$ cat src/rtl/mac_accumulator.sv
// Streaming 8x8 unsigned multiply-accumulate: Wallace-tree product register feeding a
// saturating ACC_W-bit accumulator, with a one-entry result register on the output side.

module wallace_mult_8x8 (
  input  logic [7:0]  a,
  input  logic [7:0]  b,
  output logic [15:0] p
);

  logic [15:0] pp [8];
  logic [15:0] s0, c0, s1, c1, s2, c2, s3, c3, s4, c4, s5, c5;

  always_comb begin
    for (int i = 0; i < 8; i++) begin
      pp[i] = b[i] ? ({8'd0, a} << i) : 16'd0;
    end
  end

  // Carry-save reduction 8 -> 6 -> 4 -> 3 -> 2 rows; the product fits in 16 bits,
  // so dropping carries out of bit 15 cannot change the result.
  assign s0 = pp[0] ^ pp[1] ^ pp[2];
  assign c0 = ((pp[0] & pp[1]) | (pp[0] & pp[2]) | (pp[1] & pp[2])) << 1;
  assign s1 = pp[3] ^ pp[4] ^ pp[5];
  assign c1 = ((pp[3] & pp[4]) | (pp[3] & pp[5]) | (pp[4] & pp[5])) << 1;

  assign s2 = s0 ^ c0 ^ s1;
  assign c2 = ((s0 & c0) | (s0 & s1) | (c0 & s1)) << 1;
  assign s3 = c1 ^ pp[6] ^ pp[7];
  assign c3 = ((c1 & pp[6]) | (c1 & pp[7]) | (pp[6] & pp[7])) << 1;

  assign s4 = s2 ^ c2 ^ s3;
  assign c4 = ((s2 & c2) | (s2 & s3) | (c2 & s3)) << 1;

  assign s5 = s4 ^ c4 ^ c3;
  assign c5 = ((s4 & c4) | (s4 & c3) | (c4 & c3)) << 1;

  assign p = s5 + c5;

endmodule

module mac_accumulator #(
  parameter int ACC_W = 24
) (
  input  logic             clk,
  input  logic             rst_n,
  input  logic             in_valid,
  output logic             in_ready,
  input  logic [7:0]       in_a,
  input  logic [7:0]       in_b,
  input  logic             in_last,
  output logic             out_valid,
  input  logic             out_ready,
  output logic [ACC_W-1:0] out_acc,
  output logic             out_ovf
);

  logic [15:0]      prod;
  logic [15:0]      p_q;
  logic             p_last;
  logic             p_valid;
  logic [ACC_W-1:0] acc;
  logic             ovf;
  logic             stall;
  logic             accept;
  logic             acc_en;
  logic [ACC_W:0]   sum;
  logic [ACC_W-1:0] result;
  logic             ovf_next;

  wallace_mult_8x8 u_mult (
    .a (in_a),
    .b (in_b),
    .p (prod)
  );

  // Only a finished vector waiting behind an undelivered result can stall the pipe.
  assign stall    = p_valid && p_last && out_valid && !out_ready;
  assign in_ready = !stall;
  assign accept   = in_valid && in_ready;
  assign acc_en   = p_valid && !stall;

  assign sum      = {1'b0, acc} + {{(ACC_W-15){1'b0}}, p_q};
  assign result   = sum[ACC_W] ? '1 : sum[ACC_W-1:0];
  assign ovf_next = sum[ACC_W] | ovf;

  always_ff @(posedge clk or negedge rst_n) begin
    if (!rst_n) begin
      p_q     <= '0;
      p_last  <= 1'b0;
      p_valid <= 1'b0;
    end else if (accept) begin
      p_q     <= prod;
      p_last  <= in_last;
      p_valid <= 1'b1;
    end else if (!stall) begin
      p_valid <= 1'b0;
    end
  end

  always_ff @(posedge clk or negedge rst_n) begin
    if (!rst_n) begin
      acc <= '0;
      ovf <= 1'b0;
    end else if (acc_en) begin
      if (p_last) begin
        acc <= '0;
        ovf <= 1'b0;
      end else begin
        acc <= result;
        ovf <= ovf_next;
      end
    end
  end

  // A new result may replace one being consumed on the same edge.
  always_ff @(posedge clk or negedge rst_n) begin
    if (!rst_n) begin
      out_valid <= 1'b0;
      out_acc   <= '0;
      out_ovf   <= 1'b0;
    end else if (acc_en && p_last) begin
      out_valid <= 1'b1;
      out_acc   <= result;
      out_ovf   <= ovf_next;
    end else if (out_ready) begin
      out_valid <= 1'b0;
    end
  end

endmodule

$ cat config.mk
export PLATFORM = sky130hd
export DESIGN_NAME = mac_accumulator
export DESIGN_NICKNAME = d
export VERILOG_FILES = /design/src/rtl/mac_accumulator.sv
export SDC_FILE = /design/constraint.sdc
export NUM_CORES = 1
export LEC_CHECK = 0
export ABC_CLOCK_PERIOD_IN_PS = 3400
export CAP_MARGIN = 5
export CORE_MARGIN = 2
export CORE_UTILIZATION = 40
export CTS_CLUSTER_DIAMETER = 50
export DETAILED_ROUTE_END_ITERATION = 16
export PLACE_DENSITY = 0.59
export SYNTH_ARGS = -nofsm -noshare
export SYNTH_HDL_FRONTEND = slang
export SYNTH_SLANG_ARGS = --single-unit
export TNS_END_PERCENT = 5
$ cat constraint.sdc
create_clock -name clk -period 3.4 [get_ports clk]
set_input_delay 1.02 -clock clk [delete_from_list [all_inputs] [get_ports clk]]
set_output_delay 1.02 -clock clk [all_outputs]
set_load 0.01 [all_outputs]
==> out/qor.csv <==
metric;value;unit
synthTopCellsByCount;nand2_1, dfrtp_1, o21ai_0;
r2r_end;acc[19];
cts.sinks;69;
cp_slowest_stage_delay;0.53;ns
crit_fanout;6;
cts_max_path_buffers;2;
drtIter0Drc;240;
slew_viol_final;0;
grt_usage;18.0;%
crit_path_frequent_cell;fa_1;
n_antenna_cell;0;
crit-reg2reg-launch;acc[0];
tritoncts;done;
period_share;129;%
skew;0.00663;ns
wl_per_cell;14.4;um
worstMarginPinSlew;0.831;ns
critPathLaunch;in_b[4];
final_area;6850;um^2
ir_worst_vdd;0.000364;V
finalHoldViolCount;0;
viasPerCell;5.22;
dieArea;14700;um^2
postSynthCellCount;597;
min_path_cells;2;
finalSetupViolCount;10;
vias;4475;
r2r_cells;11;
slowest_stage;fa_1;
syn_to_final_growth;25.0;%
violations;setup timing;
yosysWarningCount;0;
fin_crit;4.38;ns
grt_pass1_wl;21.5;mm
drv_cap;0;
start_util;41.2;%
timing.fmax;0.228;GHz
ant_nets;0;
synth_top_area_share;31.5;%
setup_slack;-0.981;ns
pre_cts_ws;-1.84;ns
wl;12.3;mm
die_h;121;um
cts_root_buf;clkbuf_16;
crit_type;in -> reg;
setup_tns;-7.38;ns
min_path_type;reg -> reg;
synth-edff-count;0;
ys_seq_area_share;31.5;%
r2r_setup_slack;0.48;ns
power.density;786;nW/um^2
antenna_found_initial;0;
overflow;0;
cts_max_level;3;
std_cell_rows;42;
rsz0062_at_grt;yes;
final_nets;778;
yosys-top-cells-area;dfrtp_1, fa_1, ha_1, nand2_1, o21ai_0;
crit_path_end;p_q[13];
synthMostInstantiatedCell;nand2_1;
ys_types;50;
cellLeakagePower;3.15;nW
ys.flop_type;dfrtp_1;
drive_gt1_share;16.9;%
end_kind;flip-flop;
route.detailed.drc;0;
syn_nets;699;
cts_buffers;9;
status;finished, violations left;
clkTransAtPathRegs;0.05;ns
syn_area;5480;um^2
total_power;0.00539;W
first_pass_iters;4;
grt_pass1_vias;4526;
slew_headroom;44.6;%
start_kind;input port;
crit_path_cell_trace;buf_12 > and2_4 > fa_1 > inv_1 > fa_1 > fa_1 > fa_1 > inv_2 > ha_4 > a21o_1 > a21oi_4 > o21a_1 > o21bai_1 > a21oi_1 > xnor2_1 > o21ai_0;
avgSynthCellArea;9.18;um^2
die_w;121;um
synth_largest_area_cell;dfrtp_1;
critPathRequiredTime;3.61;ns
io_pins;48;
port_buffers;47;
place_hpwl;9.68;mm
worst_skew_pair.late_latency;0.33;ns
async_reset_ff_share;100;%
grt_start_max_net_pins;36;
synth_seq_cells;69;
core_area;13300;um^2
routabilityCongestion;0.862;
place_area;6440;um^2
crit_arrival;4.59;ns
==> how the worst min path moves through the flow <==
stage / slack, ns / endpoint / start
after CTS: 0.48 / out_acc[9] / out_acc[9]
final: 0.48 / out_acc[9] / out_acc[9]
after floorplan: 0.45 / acc[0] / acc[0]
after detailed placement: 0.47 / out_acc[9] / out_acc[9]
after global placement: 0.47 / out_acc[9] / out_acc[9]
after global routing: 0.51 / out_acc[9] / out_acc[9]
==> logic make-up (layout without fill, tap and decap cells) <==
kind of cell	count (synthesis)	after routing	synth area share (%)
xor+xnor	22	22	3.51
fa+ha+maj	81	81	24.0
flops	69	69	31.5
simple gates	202	202	17.3
buf+inv	61	145	4.63
mux	10	10	2.03
compound gates	152	152	17.0
==> cell type report <==
type                    count  area [um^2]
fillers                  1245         6440
multi-input cells         467         3640
flip-flops and latches     69         1730
repair buffers             87          766
clock buffers              12          246
well taps                 176          220
inverters                  42          158
clock inverters             4         95.1
==> cell usage in the layout (no fill, tap or decap), types with 4 or more instances in the layout <==
| master | count |
|---|---|
| a21o_1 | 10 |
| a21oi_1 | 36 |
| a31oi_1 | 7 |
| and2_1 | 40 |
| and2_4 | 5 |
| and3_1 | 5 |
| buf_4 | 42 |
| clkbuf_16 | 9 |
| clkdlybuf4s50_1 | 29 |
| dfrtp_1 | 69 |
| fa_1 | 35 |
| fa_2 | 5 |
| ha_1 | 35 |
| ha_4 | 6 |
| inv_1 | 39 |
| mux2_2 | 9 |
| nand2_1 | 81 |
| nand3_1 | 6 |
| nand4_1 | 4 |
| nor2_1 | 39 |
| nor2b_1 | 4 |
| nor3_1 | 9 |
| o21a_1 | 4 |
| o21ai_0 | 55 |
| o21ai_1 | 6 |
| o21bai_1 | 4 |
| xnor2_1 | 9 |
| xor2_1 | 12 |
==> layer usage <==
metal	track usage (%)	routed length, um	up-vias
li1	-	-	2189
met1	24.6	5910	2211
met2	30.4	5940	68
met3	3.01	373	7
met4	3.34	89	0
met5	0	0	-
==> sequential cells by signal, indices dropped and copies added, names as in the netlist <==
name       cells
acc           24
out_valid      1
p_valid        1
out_acc       24
out_ovf        1
p_q           16
p_last         1
ovf            1
==> critical path, delay by kind of cell <==
| kind | cells | cell delay (ns) |
|---|---|---|
| XOR/XNOR | 1 | 0.13 |
| buffers and inverters | 3 | 0.21 |
| adder cells (fa/ha/maj) | 5 | 2.21 |
| AO/OA/AOI/OAI | 6 | 0.86 |
| AND/OR/NAND/NOR | 1 | 0.15 |
==> metrics by stage <==
step                hold WS (ns)  instances  util [%]
floorplan                  0.454        597         -
global placement           0.467        839      48.4
detailed placement         0.470        839      48.4
CTS                        0.483        855      51.0
global route               0.507        857      51.6
finish                     0.478        857      51.6
==> where the power goes <==
group | total [W] | switching [W] | leakage, nW | internal [W]
Clock | 0.00108 | 0.000342 | 0.167 | 0.000736
Sequential | 0.00127 | 0.000166 | 0.876 | 0.00110
Combinational | 0.00304 | 0.00163 | 2.11 | 0.00141
==> what timing repair did <==
item                                   in CTS  in global routing
hold buffers                                0                  0
pin swaps                                  25                 23
resized for setup                          68                 25
endpoints found under the hold margin       0                  0
setup buffers                               0                  2
setup endpoints to repair                  12                 11
(Power assumes the default switching activity.)
